--- src/rtl/ntt_ctrl_if.sv ---
// ntt_ctrl_if: bundles the start/status, RAM/ROM read, butterfly and RAM write signals of ntt_ctrl.
// Latency: none; the interface holds wires only.
// Backpressure: none; the sequencer runs a fixed schedule and never stalls.
interface ntt_ctrl_if #(
  parameter int LOG_N = 8,
  parameter int W     = 23
);
  logic             start_i;
  logic             mode_i;
  logic             busy_o;
  logic             done_o;
  logic             rd_en_o;
  logic [LOG_N-1:0] rd_addr_a_o;
  logic [LOG_N-1:0] rd_addr_b_o;
  logic [W-1:0]     rd_data_a_i;
  logic [W-1:0]     rd_data_b_i;
  logic [LOG_N-1:0] tw_addr_o;
  logic [W-1:0]     tw_data_i;
  logic [W:0]       bf_a_o;
  logic [W:0]       bf_b_o;
  logic [W:0]       bf_twiddle_o;
  logic             bf_sel_butterfly_o;
  logic [W-1:0]     bf_a_prime_i;
  logic [W-1:0]     bf_b_prime_i;
  logic             wr_en_o;
  logic [LOG_N-1:0] wr_addr_a_o;
  logic [LOG_N-1:0] wr_addr_b_o;
  logic [W-1:0]     wr_data_a_o;
  logic [W-1:0]     wr_data_b_o;

  // Sequencer side.
  modport master (
    input  start_i, mode_i,
    input  rd_data_a_i, rd_data_b_i, tw_data_i,
    input  bf_a_prime_i, bf_b_prime_i,
    output busy_o, done_o,
    output rd_en_o, rd_addr_a_o, rd_addr_b_o, tw_addr_o,
    output bf_a_o, bf_b_o, bf_twiddle_o, bf_sel_butterfly_o,
    output wr_en_o, wr_addr_a_o, wr_addr_b_o, wr_data_a_o, wr_data_b_o
  );

  // RAM / ROM / butterfly side.
  modport slave (
    output start_i, mode_i,
    output rd_data_a_i, rd_data_b_i, tw_data_i,
    output bf_a_prime_i, bf_b_prime_i,
    input  busy_o, done_o,
    input  rd_en_o, rd_addr_a_o, rd_addr_b_o, tw_addr_o,
    input  bf_a_o, bf_b_o, bf_twiddle_o, bf_sel_butterfly_o,
    input  wr_en_o, wr_addr_a_o, wr_addr_b_o, wr_data_a_o, wr_data_b_o
  );
endinterface

--- src/rtl/ntt_ctrl.sv ---
// ntt_ctrl: in-place NTT (CT) / INTT (GS) sequencer, one butterfly per cycle over a dual-port RAM.
// Latency: issue -> butterfly operands +1 cycle -> writeback +2 cycles; LOG_N*(N/2+2)+1 cycles start to done.
// Backpressure: none; start_i is only honoured in IDLE, a 2-cycle drain separates stages.
module ntt_ctrl #(
  parameter int LOG_N = 8,
  parameter int W     = 23
) (
  input  logic       clk_i,
  input  logic       rst_i,
  ntt_ctrl_if.master bus
);

  localparam int               HALF   = 1 << (LOG_N - 1);
  localparam logic [LOG_N-1:0] LAST_I = LOG_N'(HALF - 1);
  localparam logic [LOG_N-1:0] LAST_S = LOG_N'(LOG_N - 1);
  localparam logic [LOG_N-1:0] ONES   = {LOG_N{1'b1}};
  localparam logic [LOG_N-1:0] ONE    = LOG_N'(1);

  typedef enum logic [1:0] {
    S_IDLE  = 2'd0,
    S_RUN   = 2'd1,
    S_DRAIN = 2'd2,
    S_DONE  = 2'd3
  } state_t;

  state_t           r_state;
  state_t           w_state_nxt;
  logic             r_mode;
  logic [LOG_N-1:0] r_s;
  logic [LOG_N-1:0] r_i;
  logic             r_drain;

  logic             w_busy;
  logic             w_done;
  logic             w_rd_en;

  logic [LOG_N-1:0] w_shift;
  logic [LOG_N-1:0] w_len;
  logic [LOG_N-1:0] w_grp;
  logic [LOG_N-1:0] w_a;
  logic [LOG_N-1:0] w_b;
  logic [LOG_N-1:0] w_tw;

  logic             r_ret_vld;
  logic [LOG_N-1:0] r_ret_a;
  logic [LOG_N-1:0] r_ret_b;
  logic             r_wr_en;
  logic [LOG_N-1:0] r_wr_a;
  logic [LOG_N-1:0] r_wr_b;
  logic [W-1:0]     r_wr_dat_a;
  logic [W-1:0]     r_wr_dat_b;

  // State register.
  always_ff @(posedge clk_i) begin
    if (rst_i) begin
      r_state <= S_IDLE;
    end else begin
      r_state <= w_state_nxt;
    end
  end

  // Next state and per-state strobes; the drain waits out the last write of the stage.
  always_comb begin
    w_state_nxt = r_state;
    w_busy      = 1'b0;
    w_done      = 1'b0;
    w_rd_en     = 1'b0;
    case (r_state)
      S_IDLE: begin
        if (bus.start_i) begin
          w_state_nxt = S_RUN;
        end
      end
      S_RUN: begin
        w_busy  = 1'b1;
        w_rd_en = 1'b1;
        if (r_i == LAST_I) begin
          w_state_nxt = S_DRAIN;
        end
      end
      S_DRAIN: begin
        w_busy = 1'b1;
        if (r_drain) begin
          w_state_nxt = (r_s == LAST_S) ? S_DONE : S_RUN;
        end
      end
      S_DONE: begin
        w_done      = 1'b1;
        w_state_nxt = S_IDLE;
      end
      default: begin
        w_state_nxt = S_IDLE;
      end
    endcase
  end

  // Stage / butterfly counters and the mode latched on start.
  always_ff @(posedge clk_i) begin
    if (rst_i) begin
      r_mode  <= 1'b0;
      r_s     <= '0;
      r_i     <= '0;
      r_drain <= 1'b0;
    end else begin
      case (r_state)
        S_IDLE: begin
          if (bus.start_i) begin
            r_mode  <= bus.mode_i;
            r_s     <= '0;
            r_i     <= '0;
            r_drain <= 1'b0;
          end
        end
        S_RUN: begin
          r_i     <= (r_i == LAST_I) ? '0 : r_i + ONE;
          r_drain <= 1'b0;
        end
        S_DRAIN: begin
          r_drain <= ~r_drain;
          if (r_drain) begin
            r_s <= r_s + ONE;
          end
        end
        default: begin
        end
      endcase
    end
  end

  // Pair and twiddle address: a is i with a zero inserted at bit log2(len), b = a | len.
  // Forward halves len each stage, inverse doubles it; (N>>s)-1 is simply ONES>>s.
  always_comb begin
    w_shift = r_mode ? r_s : (LAST_S - r_s);
    w_len   = ONE << w_shift;
    w_grp   = r_i >> w_shift;
    w_a     = ((w_grp << w_shift) << 1) | (r_i & (w_len - ONE));
    w_b     = w_a | w_len;
    w_tw    = r_mode ? ((ONES >> r_s) - w_grp) : ((ONE << r_s) + w_grp);
  end

  // Return and writeback pipeline; reset drops any in-flight write.
  always_ff @(posedge clk_i) begin
    if (rst_i) begin
      r_ret_vld  <= 1'b0;
      r_ret_a    <= '0;
      r_ret_b    <= '0;
      r_wr_en    <= 1'b0;
      r_wr_a     <= '0;
      r_wr_b     <= '0;
      r_wr_dat_a <= '0;
      r_wr_dat_b <= '0;
    end else begin
      r_ret_vld <= w_rd_en;
      if (w_rd_en) begin
        r_ret_a <= w_a;
        r_ret_b <= w_b;
      end
      r_wr_en <= r_ret_vld;
      if (r_ret_vld) begin
        r_wr_a     <= r_ret_a;
        r_wr_b     <= r_ret_b;
        r_wr_dat_a <= bus.bf_a_prime_i;
        r_wr_dat_b <= bus.bf_b_prime_i;
      end
    end
  end

  assign bus.busy_o             = w_busy;
  assign bus.done_o             = w_done;
  assign bus.rd_en_o            = w_rd_en;
  assign bus.rd_addr_a_o        = w_rd_en ? w_a  : '0;
  assign bus.rd_addr_b_o        = w_rd_en ? w_b  : '0;
  assign bus.tw_addr_o          = w_rd_en ? w_tw : '0;
  assign bus.bf_a_o             = {1'b0, bus.rd_data_a_i};
  assign bus.bf_b_o             = {1'b0, bus.rd_data_b_i};
  assign bus.bf_twiddle_o       = {1'b0, bus.tw_data_i};
  assign bus.bf_sel_butterfly_o = r_mode;
  assign bus.wr_en_o            = r_wr_en;
  assign bus.wr_addr_a_o        = r_wr_a;
  assign bus.wr_addr_b_o        = r_wr_b;
  assign bus.wr_data_a_o        = r_wr_dat_a;
  assign bus.wr_data_b_o        = r_wr_dat_b;

endmodule

--- src/flat_wrapper.sv ---
// flat-port wrapper written by rule: the top's interface ports become plain ports
module ntt_ctrl_flat 
#(
  parameter int LOG_N = 8,
  parameter int W     = 23
)
  (clk_i, rst_i, bus_start_i, bus_mode_i, bus_rd_data_a_i, bus_rd_data_b_i, bus_tw_data_i, bus_bf_a_prime_i, bus_bf_b_prime_i, bus_busy_o, bus_done_o, bus_rd_en_o, bus_rd_addr_a_o, bus_rd_addr_b_o, bus_tw_addr_o, bus_bf_a_o, bus_bf_b_o, bus_bf_twiddle_o, bus_bf_sel_butterfly_o, bus_wr_en_o, bus_wr_addr_a_o, bus_wr_addr_b_o, bus_wr_data_a_o, bus_wr_data_b_o);
  ntt_ctrl_if #(.LOG_N(LOG_N), .W(W)) bus_i ();
  input  logic clk_i;
  input  logic rst_i;
  input wire logic [$bits(bus_i.start_i)-1:0] bus_start_i;
  input wire logic [$bits(bus_i.mode_i)-1:0] bus_mode_i;
  input wire logic [$bits(bus_i.rd_data_a_i)-1:0] bus_rd_data_a_i;
  input wire logic [$bits(bus_i.rd_data_b_i)-1:0] bus_rd_data_b_i;
  input wire logic [$bits(bus_i.tw_data_i)-1:0] bus_tw_data_i;
  input wire logic [$bits(bus_i.bf_a_prime_i)-1:0] bus_bf_a_prime_i;
  input wire logic [$bits(bus_i.bf_b_prime_i)-1:0] bus_bf_b_prime_i;
  output wire logic [$bits(bus_i.busy_o)-1:0] bus_busy_o;
  output wire logic [$bits(bus_i.done_o)-1:0] bus_done_o;
  output wire logic [$bits(bus_i.rd_en_o)-1:0] bus_rd_en_o;
  output wire logic [$bits(bus_i.rd_addr_a_o)-1:0] bus_rd_addr_a_o;
  output wire logic [$bits(bus_i.rd_addr_b_o)-1:0] bus_rd_addr_b_o;
  output wire logic [$bits(bus_i.tw_addr_o)-1:0] bus_tw_addr_o;
  output wire logic [$bits(bus_i.bf_a_o)-1:0] bus_bf_a_o;
  output wire logic [$bits(bus_i.bf_b_o)-1:0] bus_bf_b_o;
  output wire logic [$bits(bus_i.bf_twiddle_o)-1:0] bus_bf_twiddle_o;
  output wire logic [$bits(bus_i.bf_sel_butterfly_o)-1:0] bus_bf_sel_butterfly_o;
  output wire logic [$bits(bus_i.wr_en_o)-1:0] bus_wr_en_o;
  output wire logic [$bits(bus_i.wr_addr_a_o)-1:0] bus_wr_addr_a_o;
  output wire logic [$bits(bus_i.wr_addr_b_o)-1:0] bus_wr_addr_b_o;
  output wire logic [$bits(bus_i.wr_data_a_o)-1:0] bus_wr_data_a_o;
  output wire logic [$bits(bus_i.wr_data_b_o)-1:0] bus_wr_data_b_o;
  assign bus_i.start_i = bus_start_i;
  assign bus_i.mode_i = bus_mode_i;
  assign bus_i.rd_data_a_i = bus_rd_data_a_i;
  assign bus_i.rd_data_b_i = bus_rd_data_b_i;
  assign bus_i.tw_data_i = bus_tw_data_i;
  assign bus_i.bf_a_prime_i = bus_bf_a_prime_i;
  assign bus_i.bf_b_prime_i = bus_bf_b_prime_i;
  assign bus_busy_o = bus_i.busy_o;
  assign bus_done_o = bus_i.done_o;
  assign bus_rd_en_o = bus_i.rd_en_o;
  assign bus_rd_addr_a_o = bus_i.rd_addr_a_o;
  assign bus_rd_addr_b_o = bus_i.rd_addr_b_o;
  assign bus_tw_addr_o = bus_i.tw_addr_o;
  assign bus_bf_a_o = bus_i.bf_a_o;
  assign bus_bf_b_o = bus_i.bf_b_o;
  assign bus_bf_twiddle_o = bus_i.bf_twiddle_o;
  assign bus_bf_sel_butterfly_o = bus_i.bf_sel_butterfly_o;
  assign bus_wr_en_o = bus_i.wr_en_o;
  assign bus_wr_addr_a_o = bus_i.wr_addr_a_o;
  assign bus_wr_addr_b_o = bus_i.wr_addr_b_o;
  assign bus_wr_data_a_o = bus_i.wr_data_a_o;
  assign bus_wr_data_b_o = bus_i.wr_data_b_o;
  ntt_ctrl #(.LOG_N(LOG_N), .W(W)) u_core (.clk_i(clk_i), .rst_i(rst_i), .bus(bus_i));
endmodule
--- config.mk ---
export PLATFORM = sky130hd
export DESIGN_NAME = ntt_ctrl_flat
export DESIGN_NICKNAME = d
export VERILOG_FILES = /design/src/rtl/ntt_ctrl_if.sv /design/src/rtl/ntt_ctrl.sv /design/src/flat_wrapper.sv
export SDC_FILE = /design/constraint.sdc
export NUM_CORES = 1
export LEC_CHECK = 0
export ABC_AREA = 1
export CORE_AREA = 2 2 159 161
export CTS_BUF_LIST = sky130_fd_sc_hd__clkbuf_8
export DETAILED_ROUTE_END_ITERATION = 8
export DIE_AREA = 0 0 161 163
export MAX_ROUTING_LAYER = met4
export REMOVE_ABC_BUFFERS = 1
export SLEW_MARGIN = 0
export SYNTH_ARGS = -nofsm -noshare
export SYNTH_HDL_FRONTEND = slang
export SYNTH_SLANG_ARGS = --single-unit
--- constraint.sdc ---
create_clock -name clk_i -period 6.1 [get_ports clk_i]
set_input_delay 1.83 -clock clk_i [delete_from_list [all_inputs] [get_ports clk_i]]
set_output_delay 1.83 -clock clk_i [all_outputs]
set_load 0.05 [all_outputs]
-- After elaboration in Yosys (flattened, before gate mapping)
Cells that the tools add are included.
- eq/ne operators: 8
- shift operators: 5
- reduce and logical (&&, ||, !) cells: 10
- bitwise operators: 4
- muxes and demuxes: 20
- $add $sub $neg: 6
- operators with widths (operator ; count):
    8-bit two-way mux ; 8
    8-bit case mux with 2 select lines ; 2
    8-bit by 1-bit adder with 8-bit output (second input constant) ; 2
    8-bit bitwise OR ; 2
    1-bit by 8-bit << shifter with 8-bit output (first input constant) ; 2
    8-bit adder ; 1
    8-bit bitwise AND ; 1
    8-bit by 3-bit equality test with 1-bit output (second input constant) ; 1
    8-bit by 7-bit equality test with 1-bit output (second input constant) ; 1
    2-bit two-way mux ; 4
    2-bit case mux with 4 select lines ; 1
    8-bit by 8-bit << shifter with 7-bit output ; 1
    8-bit by 8-bit >> shifter with 8-bit output ; 1
    8-bit by 8-bit >> shifter with 8-bit output (first input constant) ; 1
    3-bit by 8-bit subtractor with 8-bit output (first input constant) ; 1
    8-bit by 1-bit subtractor with 8-bit output (second input constant) ; 1
    8-bit subtractor ; 1
    2-bit AND reduction ; 3
    3-bit AND reduction ; 2
    2-bit equality test (second input constant) ; 2
    1-bit two-way mux ; 4
    2-bit by 1-bit != test with 1-bit output (second input constant) ; 2
    2-bit nonzero test ; 2
    1-bit case mux with 3 select lines ; 1
    other kinds (6) ; 6
- register bits: 100
- input port bits: 119

-- Logic depth before layout (Yosys ltp)
Gate-level depths: netlist of run 1.
- word-level depth: 8
- depth in mapped cells: 29
- gate-level depth less buffers: 28

-- Worst setup path before layout of run 1
No wires, ideal clock.
- path type: flip-flop to output port
- start: register u_core.r_mode, in the netlist u_core.bus.bf_sel_butterfly_o
- end: output port bus_tw_addr_o[6]
- cell stages (with the launch flop): 24
- slack: -0.129 ns
- arrival time: 4.399 ns
- data required time: 4.270 ns
- cells stage by stage: dfxtp_1 buf_4 inv_2 buf_2 nand3_1 nand2_1 nor2_4 buf_6 nand3_1 nand2_1 nand3_1 nand3_1 nand3_1 inv_1 ha_1 inv_1 fa_1 o31ai_1 inv_1 nor2_1 nor2_1 o21bai_1 a21oi_1 nor3_1
- cells in the longest elaborated chain, start to end: 5
- elaborated cells between the ends (all ways): 6
- ends and longest elaborated chain (what ; RTL line ; text):
    start: declaration ; ntt_ctrl.sv:28 ; logic r_mode;
    start signal: assignment ; ntt_ctrl.sv:108 ; r_mode <= bus.mode_i;
    8-bit two-way mux ; ntt_ctrl.sv:133 ; w_shift = r_mode ? r_s : (LAST_S - r_s);
    8-bit by 8-bit >> shifter with 8-bit output ; ntt_ctrl.sv:135 ; w_grp = r_i >> w_shift;
    8-bit adder or 8-bit subtractor (tied branches) ; ntt_ctrl.sv:138 ; w_tw = r_mode ? ((ONES >> r_s) - w_grp) : ((ONE << r_s) + w_grp);
    8-bit two-way mux * ; ntt_ctrl.sv:138 ;
    8-bit two-way mux * ; ntt_ctrl.sv:173 ; assign bus.tw_addr_o = w_rd_en ? w_tw : '0;
    end: declaration ; flat_wrapper.sv:23 ; output wire logic [$bits(bus_i.tw_addr_o)-1:0] bus_tw_addr_o;
Mark *: on every way between the ends. The rest lies on a longest branch, timed or not.

-- Worst setup path in the final report of run 1
- start: register u_core.r_s[3]
- end: output port bus_tw_addr_o[7]
- cells in the longest elaborated chain, start to end: 6
- elaborated cells between the ends (all ways): 9
- ends and longest elaborated chain (what ; RTL line ; text):
    start: declaration ; ntt_ctrl.sv:29 ; logic [LOG_N-1:0] r_s;
    start signal: assignment ; ntt_ctrl.sv:121 ; r_s <= r_s + ONE;
    3-bit by 8-bit subtractor with 8-bit output ; ntt_ctrl.sv:133 ;
    8-bit two-way mux ; ntt_ctrl.sv:133 ;
    8-bit by 8-bit >> shifter with 8-bit output ; ntt_ctrl.sv:135 ;
    8-bit adder or 8-bit subtractor (tied branches) ; ntt_ctrl.sv:138 ;
    8-bit two-way mux * ; ntt_ctrl.sv:138 ;
    8-bit two-way mux * ; ntt_ctrl.sv:173 ;
Marks and branches as above.

==> key figures, run 1 <==
Global routing
  • Met2 Use GR: 0.2386
  • Grt peak-use layer: met2
  • Initial antenna violation count: 0
  • First-pass GRT wire length: 33,250 um
  • M1 GR Usage: 0.2034
  • Vias in the first global route: 5,354
  • GRT overflow: 0
  • Gr usage total: 0.1716
  • Grt met3 use: 0.1192
  • Largest net degree at the start of global routing: 64

Yosys
  • EDFF count, synth: 0
  • Asr flop ratio synth: 0
  • #FFs+latches synth: 100
  • Post-synth top area share: 0.3308
  • Synthesized area: 0.006052 mm^2
  • Post-Synthesis Cells: 901
  • Dominant cells by area after synthesis: dfxtp_1 33%, nor2_1 12%, buf_4 9.2%
  • Most common cell in the netlist: nor2_1
  • Register area share after synthesis: 0.3308
  • Average size of a mapped cell: 6.717 um^2
  • Post-synth top flop: dfxtp_1
  • Synth unique cells: 41
  • Most frequent cells after synthesis: 194 x nor2_1, 117 x nand2_1, 100 x dfxtp_1
  • Yosys top cell by area: dfxtp_1
  • Syn. warnings: 0

Pwr
  • PD cells: 383.7 mW/mm^2
  • Maximum VDD drop: 0.1421 mV
  • Tot Pwr: 2.962 mW
  • Leak: 3.339 nW

CTS
  • Worst skew pair latency: 380 ps
  • Hold_buf cts: 0
  • H-tree levels: 3
  • CTS buffer count: 9
  • Clk sink count: 100
  • CTS tree: built
  • CTS root buf: clkbuf_8
  • CTS Buffer Depth: 2
  • CTS clock-pin slew for the worst setup and hold paths: 100 ps

Status
  • Outcome: completed

Route
  • Final ANT Viol Nets: 0
  • First drt pass iteration count: 5
  • Drt drc: 0
  • Routed WL: 22,670 um
  • Drt wl/cell: 17.38 um
  • Initial DRC count: 514
  • DR vias: 6,055
  • Drt via density: 4.643

Critical path
  • Crit. End Element: output pin
  • CP max-delay cell: dfxtp_2
  • Reg2reg setup slack: 3090 ps
  • Worst reg2reg path depth: 22
  • Worst Setup Path Type: flop to output pin
  • Most used cell, CP: nor2_1
  • WP data required: 4270 ps
  • CP startpoint kind: flop
  • Worst R2R End: u_core.r_ret_b[6]
  • WP data arrival: 4020 ps
  • Crit Path Max Fanout: 8
  • FF-to-FF Start: u_core.r_s[3]
  • Max incr delay on CP: 360 ps

Timing
  • Fmax: 171.0 MHz
  • RSZ-0062 raised after global routing: true
  • Min Tclk post-route: 5849 ps
  • Final hold vios: 0
  • Worst relative slew slack: 0.2476
  • Max Slew Vio Count: 0
  • Final Cycle Share: 0.9589
  • Worst Tran Pin Value: 1129 ps
  • Clk_skew: 9.365 ps
  • # setup viols final: 0

Die
  • Site Rows: 58
  • Die Area: 0.02624 mm^2
  • IO Pins: 282
  • Die width: 161 um
  • Chip height: 163 um
  • Core Area: 0.02467 mm^2
  • Starting density of the core: 0.2453

Final layout
  • Filler cells: 2,704
  • Fin nets: 1,114
  • Layout cell share with drive strength beyond 1: 0.09856
  • Non-filler cells, final: 1,304
  • N_diodes: 0
  • Area Growth Syn to Fin: 27.56%

Placement
  • Dpl hpwl: 16,400 um
  • Placed cells: 1,274
  • # port buffers: 140
  • GPL Wtd Cong: 0.9192

Run
  • # Max-Cap Violations: 0

Worst hold path
  • Hold Path Class: flop to flop
  • Cells on Worst Hold Path: 2
  • Min-delay src: u_core.r_drain
  • Hold Crit Endpoint: u_core.r_drain
## worst max path at each step
stage / to / from / slack, ps
6_report: bus_tw_addr_o[7] / u_core.r_s[3] / 250
5_1_grt: bus_tw_addr_o[7] / u_core.r_s[3] / -50
4_1_cts: bus_tw_addr_o[6] / u_core.r_s[3] / 40
3_5_place_dp: bus_tw_addr_o[6] / u_core.r_s[3] / 250
3_3_place_gp: bus_tw_addr_o[6] / u_core.r_s[4] / 390
2_1_floorplan: bus_tw_addr_o[6] / u_core.bus.bf_sel_butterfly_o / -470
## where the power goes
part | total [mW] | switching, mW | internal (mW)
registers | 0.846 | 0.0661 | 0.780
clock network | 0.450 | 0.254 | 0.195
logic | 1.67 | 1.14 | 0.528
## layer usage
layer	routed length, um	vias to the layer above
met2	9412	348
met3	3553	27
li1	-	2952
met4	240	0
met1	9462	2728
met5	0	-
## sequential cells by signal, summed over array words and instances, names as in the netlist
register                       count
u_core.bus.bf_sel_butterfly_o      1
u_core.bus.wr_addr_a_o             8
u_core.bus.wr_addr_b_o             8
u_core.bus.wr_data_a_o            23
u_core.bus.wr_data_b_o            23
u_core.bus.wr_en_o                 1
u_core.r_drain                     1
u_core.r_i                         8
u_core.r_ret_a                     8
u_core.r_ret_b                     8
u_core.r_ret_vld                   1
u_core.r_s                         8
u_core.r_state                     2
## area by class of cell
cell class / instances / area [um^2] / share of cell area
clock buffer: 9 / 123.9 / 0.01605
sequential: 100 / 2006 / 0.2598
timing repair buffer: 164 / 1652 / 0.2139
inverter: 88 / 332.8 / 0.04311
multi-input combinational: 606 / 3110 / 0.4029
clock inverter: 7 / 82.58 / 0.01070
tap: 330 / 412.9 / 0.05348
## logic make-up after synthesis
| kind of cell | count (synthesis) | share of synthesized area |
|---|---|---|
| simple gates | 416 | 0.2915 |
| buf+inv | 198 | 0.1714 |
| compound gates | 150 | 0.1325 |
| flops | 100 | 0.3308 |
| fa+ha+maj | 26 | 0.05623 |
| xor+xnor | 10 | 0.01695 |
| other cells | 1 | 0.0006196 |
## stage by stage
step           utilization  hold WS, ps  setup TNS, ps  instance area [um^2]  setup WS [ps]
4_1_cts             0.3054        473.0              0                  7535          35.29
3_3_place_gp        0.2961        452.6              0                  7306          391.2
6_report            0.3129        470.5              0                  7720          250.7
3_5_place_dp        0.2961        456.2              0                  7306          252.3
5_1_grt             0.3129        490.8         -48.52                  7720         -48.52
2_1_floorplan            -        435.9         -465.5                  5353         -465.5
## placed cells by master, fill, tap and decap left out, drive strengths merged, types with 2 or more instances in the layout
cell type / synthesis / final
inv: 87 / 88
nor2: 200 / 200
fa: 2 / 2
clkinvlp: 0 / 2
clkdlybuf4s50: 0 / 131
dfxtp: 100 / 100
conb: 1 / 3
nand3b: 2 / 2
o21bai: 3 / 3
a211oi: 3 / 3
nor3: 14 / 14
clkbuf: 27 / 9
nand3: 56 / 56
clkinv: 1 / 4
a21oi: 46 / 46
nor3b: 4 / 4
buf: 83 / 32
ha: 24 / 24
nor4: 3 / 3
o21ai: 91 / 91
xnor2: 4 / 4
o31ai: 3 / 3
xor2: 6 / 6
nand2: 122 / 123
nand4: 14 / 14
## what timing repair did
action,CTS,global route
setup endpoints to repair,2,16
gates cloned,0,1
pin swaps,1,13
setup buffers,2,11
gates resized for setup,2,23
## worst max-delay path, delay by kind of cell, from the launching register on
family	cells	cell delay (ps)
xor gates and xnor gates	1	90
buffers and inverters	5	570
adders and majority gates	2	490
and+or+nand+nor	19	1660
AOI/OAI and AO/OA	2	470
DFF	1	360
Note: power is estimated with default switching activity, not from simulation.
==> inputs of run 2 (changes only) <==
--- a/config.mk
+++ b/config.mk
@@ -6,12 +6,13 @@
 export NUM_CORES = 1
 export LEC_CHECK = 0
 export ABC_AREA = 1
-export CORE_AREA = 2 2 159 161
+export CORE_AREA = 10 10 129 219
 export CTS_BUF_LIST = sky130_fd_sc_hd__clkbuf_8
 export DETAILED_ROUTE_END_ITERATION = 8
-export DIE_AREA = 0 0 161 163
+export DIE_AREA = 0 0 139 229
 export MAX_ROUTING_LAYER = met4
 export REMOVE_ABC_BUFFERS = 1
+export SETUP_SLACK_MARGIN = 0.5
 export SLEW_MARGIN = 0
 export SYNTH_ARGS = -nofsm -noshare
 export SYNTH_HDL_FRONTEND = slang
==> run 2 against run 1 <==
Against the previous run:
- largest power group unchanged
- maximum frequency is 1.8% lower
- final cell count is 0.77% lower
- critical path type unchanged
- worst setup slack got worse by 110 ps
- die area up 21%
- count of clock-buffer cells in the layout unchanged
- design area rose by 3.3%
==> key figures, run 2 (synthesis gave the netlist of run 1 again) <==
Status
  • Outcome: completed

Timing
  • Min Tclk post-route: 5956 ps (+106.6 ps)
  • Final hold slack: 469.1 ps (-1.349 ps)
  • Fmax: 167.9 MHz (-1.8%)
  • Worst Tran Pin Value: 1105 ps (-24.06 ps)
  • Clk_skew: 12.58 ps (+3.214 ps)
  • # setup viols final: 0 (unchanged)
  • RSZ-0062 raised after global routing: true
  • Final hold vios: 0 (unchanged)
  • Final Cycle Share: 0.9764 (+0.01748)
  • Worst relative slew slack: 0.2636 (+0.01604)
  • Max Slew Vio Count: 0 (unchanged)
  • Fin Setup TNS: 0 ps (unchanged)

Route
  • Drt via density: 4.675 (+0.67%)
  • Drt drc: 0 (unchanged)
  • Drt wl/cell: 19.21 um (+10%)
  • Initial DRC count: 416 (-19%)
  • DR vias: 6,049 (-0.099%)
  • Routed WL: 24,860 um (+9.7%)
  • Final ANT Viol Nets: 0 (unchanged)
  • First drt pass iteration count: 5 (unchanged)

Die
  • Core Area: 0.02453 mm^2 (-0.57%)
  • Chip height: 229 um (+40%)
  • Starting density of the core: 0.2467 (+0.001401)
  • IO Pins: 282 (unchanged)
  • Site Rows: 76 (+31%)
  • Die width: 139 um (-14%)
  • Die Area: 0.03183 mm^2 (+21%)

Run
  • # Max-Cap Violations: 0 (unchanged)

Global routing
  • GRT overflow: 0 (unchanged)
  • Initial antenna violation count: 0 (unchanged)
  • Gr usage total: 0.1545 (-0.01711)
  • Largest net degree at the start of global routing: 64 (unchanged)
  • Vias in the first global route: 6,110 (+14%)
  • First-pass GRT wire length: 37,460 um (+13%)

Final layout
  • Commonest non-fill, non-tap cells in the layout: 189 x nor2_1, 118 x clkdlybuf4s50_1, 105 x nand2_1
  • Non-filler cells, final: 1,294 (-0.77%)
  • Fin nets: 1,123 (+0.81%)
  • Register area: 0.002011 mm^2 (+0.25%)
  • Commonest non-fill, non-tap cell in the layout: nor2_1
  • Layout cell share with drive strength beyond 1: 0.1517 (+0.05317)
  • N_diodes: 0 (unchanged)
  • Final instance area: 0.007975 mm^2 (+3.3%)
  • Area of the multi-input gates: 0.003318 mm^2 (+6.7%)
  • Area Growth Syn to Fin: 31.78%
  • Filler cells: 2,631 (-2.7%)

Pwr
  • PD cells: 376.2 mW/mm^2 (-1.9%)
  • Leak: 3.535 nW (+5.9%)
  • Tot Pwr: 3.001 mW (+1.3%)
  • Maximum VDD drop: 0.1242 mV (-13%)

Critical path
  • Max incr delay on CP: 380 ps (+20 ps)
  • WP data arrival: 4130 ps (+110 ps)
  • CP bufs+invs: 3 (-2)
  • WP data required: 4270 ps (about the same)
  • CP max-delay cell: dfxtp_4
  • Delay-heaviest family, CP: simple AND/OR/NAND/NOR gates
  • Worst Setup Path Type: flop to output pin
  • Most used cell, CP: nor2_1
  • CP startpoint kind: flop
  • Crit Path Max Fanout: 5 (-3)
  • Crit. End Element: output pin

Worst hold path
  • Hold Path Class: flop to flop

CTS
  • Worst skew pair latency: 390 ps (about the same)
  • CTS root buf: clkbuf_8
  • Hold_buf cts: 0 (unchanged)
  • H-tree levels: 3 (unchanged)
  • CTS tree: built
  • CTS buffer count: 9 (unchanged)
  • CTS clock-pin slew for the worst setup and hold paths: 110 ps (about the same)
  • Clk sink count: 100 (unchanged)
  • CTS Buffer Depth: 2 (unchanged)

Placement
  • Placed cell area: 0.007303 mm^2 (about the same)
  • # port buffers: 140 (unchanged)
  • GPL Wtd Cong: 0.9224 (+0.35%)
  • Dpl hpwl: 19,280 um (+18%)
  • Placed cells: 1,260 (-1.1%)
==> run 2: metrics by stage <==
stage          setup WS [ps]  utilization
2_1_floorplan         -465.5            -
3_3_place_gp           272.0       0.2977
3_5_place_dp           188.0       0.2977
4_1_cts                188.1       0.3125
5_1_grt               -208.2       0.3251
6_report               144.1       0.3251
==> run 2: per-layer routing <==
metal,vias to the layer above,global-route usage,part of all wire
met5,-,-,0
met4,0,0.04745,0.027
met3,40,0.09488,0.13
met2,284,0.2455,0.47
met1,2746,0.1548,0.38
li1,2979,-,-
==> run 2: layout make-up <==
class	instances	area share
Clock buffer	9	0.01553
Clock inverter	6	0.006119
Inverter	88	0.04267
Multi-Input combinational cell	606	0.4161
Sequential cell	100	0.2521
Tap cell	312	0.04895
Timing Repair Buffer	173	0.2185
==> run 2: final timing paths <==
| path | to | slack [ps] | start | cells past startpoint |
|---|---|---|---|---|
| setup / recovery | bus_tw_addr_o[7] | 140 | u_core.r_s[4] | 26 |
| hold reg to reg | u_core.r_drain | 470 | u_core.r_drain | 2 |
| hold / removal | u_core.r_drain | 470 | u_core.r_drain | 2 |
| setup reg to reg | u_core.r_ret_b[6] | 3130 | u_core.r_s[4] | 20 |
==> run 2: timing repair <==
item                                    CTS  global route
gates resized for setup                  34            61
endpoints found under the setup margin   17            19
setup buffers                             8             9
pin swaps                                 5            36
gates cloned                              1             1
==> run 2: worst min-delay path, delay by kind of cell, from the launching register on <==
family          cells  cell delay, ps
buf+inv             1              50
flops               1             330
compound gates      1              50
==> run 2: power breakdown <==
| part | total [mW] | switching (mW) | internal [mW] | leakage [nW] |
|---|---|---|---|---|
| Combinational | 1.76 | 1.20 | 0.560 | 2.63 |
| Sequential | 0.845 | 0.0650 | 0.780 | 0.817 |
| Clock | 0.397 | 0.247 | 0.150 | 0.0836 |
| Total | 3.00 | 1.51 | 1.49 | 3.54 |
==> RTL edit, RTL diff (settings of run 2) <==
`LOG_N` is set to 8 in 3 places; all go to 7.
--- a/src/rtl/ntt_ctrl_if.sv
+++ b/src/rtl/ntt_ctrl_if.sv
@@ -2,7 +2,7 @@
 // Latency: none; the interface holds wires only.
 // Backpressure: none; the sequencer runs a fixed schedule and never stalls.
 interface ntt_ctrl_if #(
-  parameter int LOG_N = 8,
+  parameter int LOG_N = 7,
   parameter int W     = 23
 );
   logic             start_i;
--- a/src/rtl/ntt_ctrl.sv
+++ b/src/rtl/ntt_ctrl.sv
@@ -2,7 +2,7 @@
 // Latency: issue -> butterfly operands +1 cycle -> writeback +2 cycles; LOG_N*(N/2+2)+1 cycles start to done.
 // Backpressure: none; start_i is only honoured in IDLE, a 2-cycle drain separates stages.
 module ntt_ctrl #(
-  parameter int LOG_N = 8,
+  parameter int LOG_N = 7,
   parameter int W     = 23
 ) (
   input  logic       clk_i,
--- a/src/flat_wrapper.sv
+++ b/src/flat_wrapper.sv
@@ -1,7 +1,7 @@
 // flat-port wrapper written by rule: the top's interface ports become plain ports
 module ntt_ctrl_flat 
 #(
-  parameter int LOG_N = 8,
+  parameter int LOG_N = 7,
   parameter int W     = 23
 )
   (clk_i, rst_i, bus_start_i, bus_mode_i, bus_rd_data_a_i, bus_rd_data_b_i, bus_tw_data_i, bus_bf_a_prime_i, bus_bf_b_prime_i, bus_busy_o, bus_done_o, bus_rd_en_o, bus_rd_addr_a_o, bus_rd_addr_b_o, bus_tw_addr_o, bus_bf_a_o, bus_bf_b_o, bus_bf_twiddle_o, bus_bf_sel_butterfly_o, bus_wr_en_o, bus_wr_addr_a_o, bus_wr_addr_b_o, bus_wr_data_a_o, bus_wr_data_b_o);
Ports: changed (5 resized); port bits go from 282 to 277. No check against the original RTL was run, so the function may have changed too.
==> RTL edit against run 2 <==
  * Worst setup slack gained 370 ps
  * Total power shrank 1.5%
  * Critical path depth shrank 3
  * Design area shrank 7.3%
  * Sequential share of layout area grew 0.38 points
  * Area after synthesis shrank 6.7%
  * Die area is the same
  * Routed wire length shrank 7.8%
  * Sequential cell count shrank 6
==> RTL edit: results (changes against run 2) <==
<table>
<tr><th>Metric</th><th>Value</th></tr>
<tr><th colspan="2">Status</th></tr>
<tr><td>Status</td><td>finished, final reports clean</td></tr>
<tr><th colspan="2">Routing</th></tr>
<tr><td>Post-detailed-route wirelength per cell</td><td>19.0 um (-1.0%)</td></tr>
<tr><td>Violation count after the first detailed-routing iteration</td><td>231 (-44%)</td></tr>
<tr><th colspan="2">Timing</th></tr>
<tr><td>Slew at the pin closest to its max-slew limit</td><td>1080 ps (-21.6 ps)</td></tr>
<tr><td>Timing-limited maximum frequency</td><td>0.179 GHz (+6.6%)</td></tr>
<tr><th colspan="2">Power</th></tr>
<tr><td>Lkg Pwr</td><td>3.30 nW (-6.6%)</td></tr>
<tr><td>Worst VDD drop</td><td>0.000144 V (+16%)</td></tr>
<tr><th colspan="2">Global route</th></tr>
<tr><td>Via count of the first global-routing pass</td><td>5191 (-15%)</td></tr>
<tr><td>Global-route wire length before repair</td><td>33700 um (-10%)</td></tr>
<tr><td>Aggregate global-route resource usage</td><td>14.1% (-1.4 points)</td></tr>
<tr><td>Pin count of the biggest net entering global routing</td><td>62 (-3.1%)</td></tr>
<tr><th colspan="2">Critical path</th></tr>
<tr><td>Critical-path maximum fanout</td><td>10 (+5)</td></tr>
<tr><td>Critical path data arrival time</td><td>3760 ps (-370 ps)</td></tr>
<tr><td>Flop-to-flop setup slack</td><td>3220 ps (+90 ps)</td></tr>
<tr><th colspan="2">Synth</th></tr>
<tr><td>Compound-Gate Fraction of Synth Area</td><td>13.4% (+0.13 points)</td></tr>
<tr><td>Syn Inst Count</td><td>812 (-9.9%)</td></tr>
<tr><td>Area contributors post-synth</td><td>sky130_fd_sc_hd__dfxtp_1 33%, sky130_fd_sc_hd__nor2_1 11%, sky130_fd_sc_hd__buf_4 9.7%, sky130_fd_sc_hd__nand2_1 7.5%, sky130_fd_sc_hd__o21ai_0 7.0%</td></tr>
<tr><td>Arithmetic-cell share of the synthesized area counting full adders, half adders and majority gates</td><td>5.36% (-0.26 points)</td></tr>
<tr><td>Fraction of the yosys area taken by sequential cells</td><td>33.3% (+0.25 points)</td></tr>
<tr><td>Xor and xnor area share after synthesis</td><td>1.09% (-0.61 points)</td></tr>
<tr><th colspan="2">Placed design</th></tr>
<tr><td>Final weighted congestion in routability-driven placement</td><td>0.917 (-0.62%)</td></tr>
<tr><td>Port Buf Inserts</td><td>135 (-3.6%)</td></tr>
<tr><td>Dpl cell area</td><td>0.00680 mm2 (-6.9%)</td></tr>
<tr><td>Post-detailed-placement half-perimeter wirelength</td><td>18000 um (-6.5%)</td></tr>
<tr><th colspan="2">Final layout</th></tr>
<tr><td>Fraction of final layout cells sized beyond drive strength 1</td><td>16.7% (+1.5 points)</td></tr>
<tr><td>Net count reported at finish</td><td>1030 (-8.3%)</td></tr>
<tr><td>Number of standard cells in the final layout excluding fillers</td><td>1205 (-6.9%)</td></tr>
</table>
## RTL edit: cell types whose count changed after synthesis, moves of 6 or more
cell / delta
sky130_fd_sc_hd__nand3_1: -25
sky130_fd_sc_hd__nand2_2: +8
sky130_fd_sc_hd__dfxtp_1: -6
sky130_fd_sc_hd__clkbuf_1: -6
sky130_fd_sc_hd__nor2_1: -29
sky130_fd_sc_hd__a21oi_1: -10
sky130_fd_sc_hd__inv_1: -21
sky130_fd_sc_hd__nand4_1: -8
## RTL edit: metal layers
layer | vias to the layer above | GRT usage, % | share of wire [%]
met3 | 38 | 9.49 | 13
met5 | - | - | 0
li1 | 2677 | - | -
met1 | 2481 | 14.7 | 39
met4 | 0 | 4.58 | 2.8
met2 | 274 | 21.0 | 45
## RTL edit: timing repair
item                                    4_1_cts  5_1_grt
resized for setup                            31       36
pin swaps                                    17       30
endpoints found under the setup margin       16       13
hold endpoints to repair                      0        0
setup buffers                                12        8
## RTL edit: area by class of cell
type	instances	area share [%]
sequential	94	25.6
timing repair buffer	165	22.0
clock inverter	7	1.54
tap	312	5.28
multi-input combinational	543	39.9
inverter	75	4.01
clock buffer	9	1.67
## RTL edit: final timing paths
path / startpoint / endpoint / depth (start not counted)
hold / removal: u_core.r_ret_b[5] / u_core.r_ret_b[5] / 2
hold reg to reg: u_core.r_ret_b[5] / u_core.r_ret_b[5] / 2
setup / recovery: u_core.r_s[0] / bus_tw_addr_o[6] / 23
setup reg to reg: u_core.r_s[0] / u_core.r_ret_b[4] / 21
## RTL edit: worst max-delay path, cell delays in order (launching register included)
cell	delay, ps
sky130_fd_sc_hd__dfxtp_4	390
sky130_fd_sc_hd__inv_2	40
sky130_fd_sc_hd__buf_4	180
sky130_fd_sc_hd__o21ai_4	180
sky130_fd_sc_hd__nand3_4	150
sky130_fd_sc_hd__nand4_4	140
sky130_fd_sc_hd__nor2_2	60
sky130_fd_sc_hd__nor2_2	180
sky130_fd_sc_hd__nand2_1	120
sky130_fd_sc_hd__nand3_2	90
sky130_fd_sc_hd__inv_2	60
sky130_fd_sc_hd__ha_4	160
sky130_fd_sc_hd__fa_2	350
sky130_fd_sc_hd__a21oi_2	140
sky130_fd_sc_hd__o21bai_1	80
sky130_fd_sc_hd__nand2_1	90
sky130_fd_sc_hd__nand2_1	80
sky130_fd_sc_hd__a21oi_2	150
sky130_fd_sc_hd__xnor2_1	150
sky130_fd_sc_hd__o21ai_1	90
sky130_fd_sc_hd__a21oi_1	150
sky130_fd_sc_hd__a211oi_2	50
sky130_fd_sc_hd__buf_4	150
sky130_fd_sc_hd__buf_12	140
## RTL edit: report_power, final
part	internal (mW)	total [mW]	switching, mW
combinational	0.524	1.63	1.10
clock	0.271	0.498	0.227
sequential	0.743	0.830	0.0871
